===== config.mk =====
export PLATFORM = sky130hd
export DESIGN_NAME = alu_issue_seq_flat
export DESIGN_NICKNAME = d
export VERILOG_FILES = /design/src/rtl/alu_issue_seq_pkg.sv /design/src/rtl/alu_issue_seq_if.sv /design/src/rtl/alu_issue_decode.sv /design/src/rtl/alu_issue_seq.sv /design/src/flat_wrapper.sv
export SDC_FILE = /design/constraint.sdc
export NUM_CORES = 1
export LEC_CHECK = 0
export ABC_AREA = 1
export CAP_MARGIN = 10
export CORE_ASPECT_RATIO = 0.5
export CORE_MARGIN = 5
export CORE_UTILIZATION = 35
export DETAILED_ROUTE_END_ITERATION = 8
export PLACE_DENSITY = 0.67
export SLEW_MARGIN = 20
export SYNTH_ARGS = -nofsm -noshare
export SYNTH_HDL_FRONTEND = slang
export SYNTH_SLANG_ARGS = --single-unit

===== constraint.sdc =====
create_clock -name CLK -period 1.9 [get_ports CLK]
set_input_delay 0.38 -clock CLK [delete_from_list [all_inputs] [get_ports CLK]]
set_output_delay 0.38 -clock CLK [all_outputs]
set_load 0.02 [all_outputs]

===== src/rtl/alu_issue_seq_pkg.sv =====
// Shared widths, MiniMIPS opcode values, ALU funct codes and FSM encodings
// for the alu_issue_seq execute sequencer.
package alu_issue_seq_pkg;

  localparam int DATA_WIDTH      = 32;
  localparam int ALU_FUNCT_WIDTH = 6;
  localparam int REG_ADDR_WIDTH  = 5;
  localparam int DATA_MSB        = DATA_WIDTH - 1;
  localparam int FUNCT_MSB       = ALU_FUNCT_WIDTH - 1;
  localparam int REG_ADDR_MSB    = REG_ADDR_WIDTH - 1;

  localparam logic [5:0] OP_RTYPE = 6'h00;
  localparam logic [5:0] OP_ADDI  = 6'h08;
  localparam logic [5:0] OP_SLTI  = 6'h0a;
  localparam logic [5:0] OP_ANDI  = 6'h0c;
  localparam logic [5:0] OP_ORI   = 6'h0d;
  localparam logic [5:0] OP_LUI   = 6'h0f;
  localparam logic [5:0] OP_MULI  = 6'h1d;

  localparam logic [FUNCT_MSB:0] ALU_SLL = 6'h01;
  localparam logic [FUNCT_MSB:0] ALU_SRL = 6'h02;
  localparam logic [FUNCT_MSB:0] ALU_ADD = 6'h20;
  localparam logic [FUNCT_MSB:0] ALU_SUB = 6'h22;
  localparam logic [FUNCT_MSB:0] ALU_AND = 6'h24;
  localparam logic [FUNCT_MSB:0] ALU_OR  = 6'h25;
  localparam logic [FUNCT_MSB:0] ALU_NOR = 6'h27;
  localparam logic [FUNCT_MSB:0] ALU_SLT = 6'h2a;
  localparam logic [FUNCT_MSB:0] ALU_MUL = 6'h2c;

  localparam logic [1:0] ST_IDLE = 2'd0;
  localparam logic [1:0] ST_EXEC = 2'd1;
  localparam logic [1:0] ST_RESP = 2'd2;

endpackage


===== src/rtl/alu_issue_seq_if.sv =====
// Request / ALU / response bundle of the sequencer. The master modport is the
// sequencer itself (initiator toward the ALU); slave is the surrounding pipeline.
interface alu_issue_seq_if;
  import alu_issue_seq_pkg::*;

  logic                      req_valid;
  logic                      req_ready;
  logic [DATA_MSB:0]         req_instr;
  logic [DATA_MSB:0]         req_rs_data;
  logic [DATA_MSB:0]         req_rt_data;
  logic [DATA_MSB:0]         alu_op1;
  logic [DATA_MSB:0]         alu_op2;
  logic [FUNCT_MSB:0]        alu_funct;
  logic [DATA_MSB:0]         alu_result;
  logic                      rsp_valid;
  logic                      rsp_ready;
  logic [DATA_MSB:0]         rsp_result;
  logic [REG_ADDR_MSB:0]     rsp_waddr;
  logic                      rsp_wen;
  logic                      rsp_err;
  logic                      rsp_ovf;

  modport master (
    input  req_valid, req_instr, req_rs_data, req_rt_data,
    output req_ready,
    output alu_op1, alu_op2, alu_funct,
    input  alu_result,
    output rsp_valid, rsp_result, rsp_waddr, rsp_wen, rsp_err, rsp_ovf,
    input  rsp_ready
  );

  modport slave (
    output req_valid, req_instr, req_rs_data, req_rt_data,
    input  req_ready,
    input  alu_op1, alu_op2, alu_funct,
    output alu_result,
    input  rsp_valid, rsp_result, rsp_waddr, rsp_wen, rsp_err, rsp_ovf,
    output rsp_ready
  );

endinterface


===== src/rtl/alu_issue_decode.sv =====
// Combinational MiniMIPS arithmetic decode: instruction + register values to
// ALU operands, funct, write-back address and an illegal flag.
module alu_issue_decode
  import alu_issue_seq_pkg::*;
(
  input  logic [DATA_MSB:0]     instr,
  input  logic [DATA_MSB:0]     rs_data,
  input  logic [DATA_MSB:0]     rt_data,
  output logic [DATA_MSB:0]     op1,
  output logic [DATA_MSB:0]     op2,
  output logic [FUNCT_MSB:0]    funct,
  output logic [REG_ADDR_MSB:0] waddr,
  output logic                  illegal
);

  logic [5:0]              opcode;
  logic [REG_ADDR_MSB:0]   rt_field;
  logic [REG_ADDR_MSB:0]   rd_field;
  logic [4:0]              shamt;
  logic [FUNCT_MSB:0]      r_funct;
  logic [DATA_MSB:0]       imm_se;
  logic [DATA_MSB:0]       imm_ze;

  // rs field (instr[25:21]) only selects rs_data upstream, so it is not decoded here
  assign opcode   = instr[31:26];
  assign rt_field = instr[20:16];
  assign rd_field = instr[15:11];
  assign shamt    = instr[10:6];
  assign r_funct  = instr[5:0];
  assign imm_se   = {{16{instr[15]}}, instr[15:0]};
  assign imm_ze   = {16'h0000, instr[15:0]};

  always_comb begin
    op1     = rs_data;
    op2     = rt_data;
    funct   = ALU_ADD;
    waddr   = rt_field;
    illegal = 1'b0;
    case (opcode)
      OP_RTYPE: begin
        waddr = rd_field;
        case (r_funct)
          ALU_ADD, ALU_SUB, ALU_MUL, ALU_AND, ALU_OR, ALU_NOR, ALU_SLT: begin
            funct = r_funct;
          end
          ALU_SLL, ALU_SRL: begin
            op1   = rt_data;
            op2   = {27'd0, shamt};
            funct = r_funct;
          end
          default: illegal = 1'b1;
        endcase
      end
      OP_ADDI: begin funct = ALU_ADD; op2 = imm_se; end
      OP_MULI: begin funct = ALU_MUL; op2 = imm_se; end
      OP_SLTI: begin funct = ALU_SLT; op2 = imm_se; end
      OP_ANDI: begin funct = ALU_AND; op2 = imm_ze; end
      OP_ORI:  begin funct = ALU_OR;  op2 = imm_ze; end
      // lui is executed as imm << 16 on the shifter
      OP_LUI: begin
        op1   = imm_ze;
        op2   = 32'd16;
        funct = ALU_SLL;
      end
      default: illegal = 1'b1;
    endcase
  end

endmodule


===== src/rtl/alu_issue_seq.sv =====
// Three-state (IDLE/EXEC/RESP) execute sequencer driving an external ALU.
// Optional signed-overflow flag for add/sub/addi under ALU_ISSUE_SEQ_OVF_EN.
module alu_issue_seq
  import alu_issue_seq_pkg::*;
(
  input  logic          CLK,
  input  logic          RST,
  alu_issue_seq_if.master bus
);

  logic [1:0]              state_reg, state_next;
  logic [DATA_MSB:0]       op1_reg, op2_reg, result_reg;
  logic [FUNCT_MSB:0]      funct_reg;
  logic [REG_ADDR_MSB:0]   waddr_reg;
  logic                    wen_reg, err_reg;
  logic                    req_ready;
  logic                    req_fire;

  logic [DATA_MSB:0]       dec_op1, dec_op2;
  logic [FUNCT_MSB:0]      dec_funct;
  logic [REG_ADDR_MSB:0]   dec_waddr;
  logic                    dec_illegal;

  alu_issue_decode u_decode (
    .instr   (bus.req_instr),
    .rs_data (bus.req_rs_data),
    .rt_data (bus.req_rt_data),
    .op1     (dec_op1),
    .op2     (dec_op2),
    .funct   (dec_funct),
    .waddr   (dec_waddr),
    .illegal (dec_illegal)
  );

  // ready is forced low for the whole time reset is held, not just after the edge
  assign req_ready = RST && (state_reg == ST_IDLE);
  assign req_fire  = bus.req_valid && req_ready;

  always_comb begin
    state_next = state_reg;
    case (state_reg)
      ST_IDLE: if (req_fire) state_next = dec_illegal ? ST_RESP : ST_EXEC;
      ST_EXEC: state_next = ST_RESP;
      ST_RESP: if (bus.rsp_ready) state_next = ST_IDLE;
      default: state_next = ST_IDLE;
    endcase
  end

`ifdef ALU_ISSUE_SEQ_OVF_EN
  logic              ovf_reg;
  logic [DATA_MSB:0] op2_eff;
  logic              ovf_calc;

  assign op2_eff  = (funct_reg == ALU_SUB) ? ~op2_reg : op2_reg;
  assign ovf_calc = ((funct_reg == ALU_ADD) || (funct_reg == ALU_SUB)) &&
                    (op1_reg[DATA_MSB] == op2_eff[DATA_MSB]) &&
                    (bus.alu_result[DATA_MSB] != op1_reg[DATA_MSB]);

  always_ff @(posedge CLK or negedge RST) begin
    if (!RST) begin
      ovf_reg <= 1'b0;
    end else if (state_reg == ST_EXEC) begin
      ovf_reg <= ovf_calc;
    end else if (req_fire) begin
      ovf_reg <= 1'b0;
    end
  end

  assign bus.rsp_ovf = ovf_reg;
`else
  assign bus.rsp_ovf = 1'b0;
`endif

  always_ff @(posedge CLK or negedge RST) begin
    if (!RST) begin
      state_reg  <= ST_IDLE;
      op1_reg    <= '0;
      op2_reg    <= '0;
      funct_reg  <= ALU_ADD;
      result_reg <= '0;
      waddr_reg  <= '0;
      wen_reg    <= 1'b0;
      err_reg    <= 1'b0;
    end else begin
      state_reg <= state_next;
      if (req_fire) begin
        waddr_reg <= dec_waddr;
        if (dec_illegal) begin
          err_reg    <= 1'b1;
          result_reg <= '0;
          wen_reg    <= 1'b0;
        end else begin
          err_reg   <= 1'b0;
          op1_reg   <= dec_op1;
          op2_reg   <= dec_op2;
          funct_reg <= dec_funct;
        end
      end
      // writes to $0 are computed but never committed
      if (state_reg == ST_EXEC) begin
        result_reg <= bus.alu_result;
        wen_reg    <= (waddr_reg != '0);
      end
    end
  end

  assign bus.req_ready  = req_ready;
  assign bus.alu_op1    = op1_reg;
  assign bus.alu_op2    = op2_reg;
  assign bus.alu_funct  = funct_reg;
  assign bus.rsp_valid  = (state_reg == ST_RESP);
  assign bus.rsp_result = result_reg;
  assign bus.rsp_waddr  = waddr_reg;
  assign bus.rsp_wen    = wen_reg;
  assign bus.rsp_err    = err_reg;

endmodule


===== src/flat_wrapper.sv =====
// flat-port wrapper written by rule: the top's interface ports become plain ports
module alu_issue_seq_flat import alu_issue_seq_pkg::*;
  (CLK, RST, bus_req_valid, bus_req_instr, bus_req_rs_data, bus_req_rt_data, bus_req_ready, bus_alu_op1, bus_alu_op2, bus_alu_funct, bus_alu_result, bus_rsp_valid, bus_rsp_result, bus_rsp_waddr, bus_rsp_wen, bus_rsp_err, bus_rsp_ovf, bus_rsp_ready);
  alu_issue_seq_if bus_i ();
  input  logic CLK;
  input  logic RST;
  input wire logic [$bits(bus_i.req_valid)-1:0] bus_req_valid;
  input wire logic [$bits(bus_i.req_instr)-1:0] bus_req_instr;
  input wire logic [$bits(bus_i.req_rs_data)-1:0] bus_req_rs_data;
  input wire logic [$bits(bus_i.req_rt_data)-1:0] bus_req_rt_data;
  output wire logic [$bits(bus_i.req_ready)-1:0] bus_req_ready;
  output wire logic [$bits(bus_i.alu_op1)-1:0] bus_alu_op1;
  output wire logic [$bits(bus_i.alu_op2)-1:0] bus_alu_op2;
  output wire logic [$bits(bus_i.alu_funct)-1:0] bus_alu_funct;
  input wire logic [$bits(bus_i.alu_result)-1:0] bus_alu_result;
  output wire logic [$bits(bus_i.rsp_valid)-1:0] bus_rsp_valid;
  output wire logic [$bits(bus_i.rsp_result)-1:0] bus_rsp_result;
  output wire logic [$bits(bus_i.rsp_waddr)-1:0] bus_rsp_waddr;
  output wire logic [$bits(bus_i.rsp_wen)-1:0] bus_rsp_wen;
  output wire logic [$bits(bus_i.rsp_err)-1:0] bus_rsp_err;
  output wire logic [$bits(bus_i.rsp_ovf)-1:0] bus_rsp_ovf;
  input wire logic [$bits(bus_i.rsp_ready)-1:0] bus_rsp_ready;
  assign bus_i.req_valid = bus_req_valid;
  assign bus_i.req_instr = bus_req_instr;
  assign bus_i.req_rs_data = bus_req_rs_data;
  assign bus_i.req_rt_data = bus_req_rt_data;
  assign bus_req_ready = bus_i.req_ready;
  assign bus_alu_op1 = bus_i.alu_op1;
  assign bus_alu_op2 = bus_i.alu_op2;
  assign bus_alu_funct = bus_i.alu_funct;
  assign bus_i.alu_result = bus_alu_result;
  assign bus_rsp_valid = bus_i.rsp_valid;
  assign bus_rsp_result = bus_i.rsp_result;
  assign bus_rsp_waddr = bus_i.rsp_waddr;
  assign bus_rsp_wen = bus_i.rsp_wen;
  assign bus_rsp_err = bus_i.rsp_err;
  assign bus_rsp_ovf = bus_i.rsp_ovf;
  assign bus_i.rsp_ready = bus_rsp_ready;
  alu_issue_seq u_core (.CLK(CLK), .RST(RST), .bus(bus_i));
endmodule

==> key figures <==
Timing
  • Clock Skew: 0.00972 ns
  • Worst-margin pin slew: 0.637 ns
  • RSZ-0062 raised after global routing: no
  • FMAX: 555 MHz
  • Slew Limit Fails: 0
  • Minimum clock period: 1.80 ns
  • Tcrit/Tclk final: 94.8%
  • Final hold violation count: 0
  • Hold_ws: 0.125 ns
  • Final setup viols: 0
  • Worst slew margin: ~58%

Clock network
  • CTS clk-pin slew, worst paths: approximately 0.08 ns
  • Hold_buf cts: 0
  • CTS HTree Levels: 3
  • Clk_lat worst skew: 0.35 ns
  • Clock Sinks: 111
  • CTS root buf: clkbuf_16
  • Maximum root-to-sink buffer count: 2
  • Total CTS buffers: 9
  • CTS tree: built

Drt
  • Detailed Route Iter0 Violations: between 400 and 500
  • # DRC: 0
  • DR WL/cell: 15.2 um
  • Via count: 5584
  • DR vias/cell: 4.58
  • Pre-antenna DRT Iters: 5
  • Total Wirelength: 18.5 mm
  • Final ANT Viol Nets: 0

Logic synthesis
  • Mean post-synth cell area: 7.32 sq um
  • Synthesized net count: around 870
  • Ys Warns: 0
  • Cell variety after synth: 28
  • Synth area leaders: dfrtp_1 51%, nand2_1 30%, nor2_1 2.3%
  • Cell area after synthesis: 5430 sq um
  • Cells after Synth: 741
  • Sequential share of the synthesized area: 51.2%
  • Share of the synthesized area in the top cell type: around half
  • Yosys top cell by area: dfrtp_1
  • Post-synthesis register bit count: 111

Die
  • Core area: 15300 sq um
  • FP Rows: 32
  • I/O pin count: 244
  • Die width: 186 um
  • Die area: 18200 sq um
  • Initial core utilization: a little over a third
  • Die Y: 98.0 um

Critical path
  • Worst path most repeated cell: nand2_1
  • CP Max Fanout: 14
  • CP Capture Type: register
  • CP Class: input port to register
  • Slowest stage delay, CP: approximately 0.55 ns
  • Worst Setup Start Kind: input port
  • Worst-path cell chain: clkdlybuf4s50_1 > inv_1 > nor2_2 > nand3_2 > nand2_1 > inv_1 > nand3_4 > nand3_4 > inv_6 > clkbuf_16 > nand2_1 > nand2_1
  • CP required: roughly 2.2 ns
  • CP Data Arrival Time: 2.09 ns
  • Critical-path top delay cell: clkdlybuf4s50_1

GRT
  • Vias in the first global route: 5429
  • Initial antenna violation count: 0
  • First-pass GRT wire length: 29.0 mm
  • Tot GR Track Use: 19.9%
  • Grt ovf: 0
  • Pin count of the biggest net entering global routing: 112

Layout
  • Most frequent cells in the layout: 431 x nand2_1, 227 x clkdlybuf4s50_1, 110 x dfrtp_1, 39 x buf_4, 28 x inv_1
  • Most common cell after layout, fill and taps aside: nand2_1
  • Share of cells above drive strength 1: 10.1%
  • Design Area, Final: 8810 sq um
  • Layout area overhead: 62.4%
  • Fill cells: 1398
  • Antenna Cells: 0
  • Layout Nets: approximately 1100

Power
  • VDD IR-drop max: 0.455 mV
  • Pwr dens: 919 nW/um^2
  • Leak: between 4 and 5 nW

Flow run
  • Max Cap Violations: 0

Run status
  • Status: completed

Placed design
  • Post-DP HPWL: ~14 mm
  • Buffers on Ports: 237
  • Dpl cell area: about 8300 sq um
  • Final GP Congestion: 0.841

Min path
  • Worst hold path class: input port to asynchronous set/reset pin
metrics by stage:
stage / util (%) / instances / setup TNS, ns / power [W] / setup slack, ns
after CTS: 56.5 / 1215 / 0 / 0.00816 / 0.0376
after detailed placement: 54.4 / 1199 / -27.26 / 0.00609 / -0.315
after global routing: 57.6 / 1220 / 0 / 0.00852 / 0.00565
final: 57.6 / 1220 / 0 / 0.00809 / 0.0984
after global placement: 54.4 / 1199 / -22.60 / 0.00605 / -0.257
after floorplan: - / 741 / 0 / 0.00440 / 0.135
worst max-delay path: cells and delay by family:
kind | cells | cell delay, ns
buffers and inverters | 5 | 1.03
AND/OR/NAND/NOR | 7 | 0.68
final cells by class:
type / instances / area (sq um) / area share [%]
repair buffers: 293 / 2960 / 33.5
clock inverters: 6 / 92.6 / 1.05
multi-input cells: 561 / 2360 / 26.8
flip-flops and latches: 111 / 2780 / 31.5
clock buffers: 10 / 229 / 2.60
inverters: 35 / 136 / 1.55
well taps: 204 / 255 / 2.90
routing by layer:
metal / global-route usage [%] / share of wire [%] / vias up
met5: 0 / 0 / -
met4: 4.76 / 2.0 / 0
met3: 3.83 / 5.5 / 26
met2: 33.9 / 49 / 151
met1: 26.3 / 44 / 2586
li1: - / - / 2821
cells by family after synthesis:
group	Yosys count	share of synthesized area (%)
compound gates	62	6.16
buf+inv	69	6.41
flops	111	51.2
other cells	1	0.0691
simple gates	498	36.1
final timing paths:
path / from / end / slack (ns) / depth (start not counted)
min in group CLK: u_core.bus.rsp_result[18] / u_core.bus.rsp_result[18] / 0.47 / 2
hold / removal: RST / u_core.bus.alu_funct[0] / 0.12 / 2
max in group asynchronous: RST / u_core.bus.rsp_result[13] / 1.26 / 2
setup reg to reg: u_core.state_reg[1] / u_core.bus.alu_op1[19] / 0.38 / 8
setup / recovery: bus_req_instr[27] / u_core.bus.alu_op1[19] / 0.1 / 12
hold reg to reg: u_core.bus.rsp_result[18] / u_core.bus.rsp_result[18] / 0.47 / 2
power by group:
group	internal (W)	switching, W
Clock	0.00117	0.000905
Sequential	0.00287	0.000275
Combinational	0.00140	0.00148
cell usage after synthesis:
cell type,number
dfrtp_1,110
nor2_4,1
nand2_2,2
nand3_4,1
conb_1,1
clkbuf_1,6
dfstp_2,1
buf_4,9
o21a_1,1
nand3b_1,1
o21ai_0,17
o31ai_1,1
buf_2,14
o41ai_1,1
buf_6,5
nand4_1,3
a21oi_1,16
nor2_2,3
a22oi_1,5
o22ai_1,2
nand3_2,3
nor2_1,33
inv_2,5
nand2_1,433
nand3_1,17
nor3_2,1
o21ai_1,19
inv_1,30
what timing repair did:
action	in CTS	in global routing
gates resized for setup	3	33
endpoints found under the setup margin	3	100
pin swaps	0	5
setup buffers	0	3
cloned	0	2
Note: power is estimated with default switching activity, not from simulation.
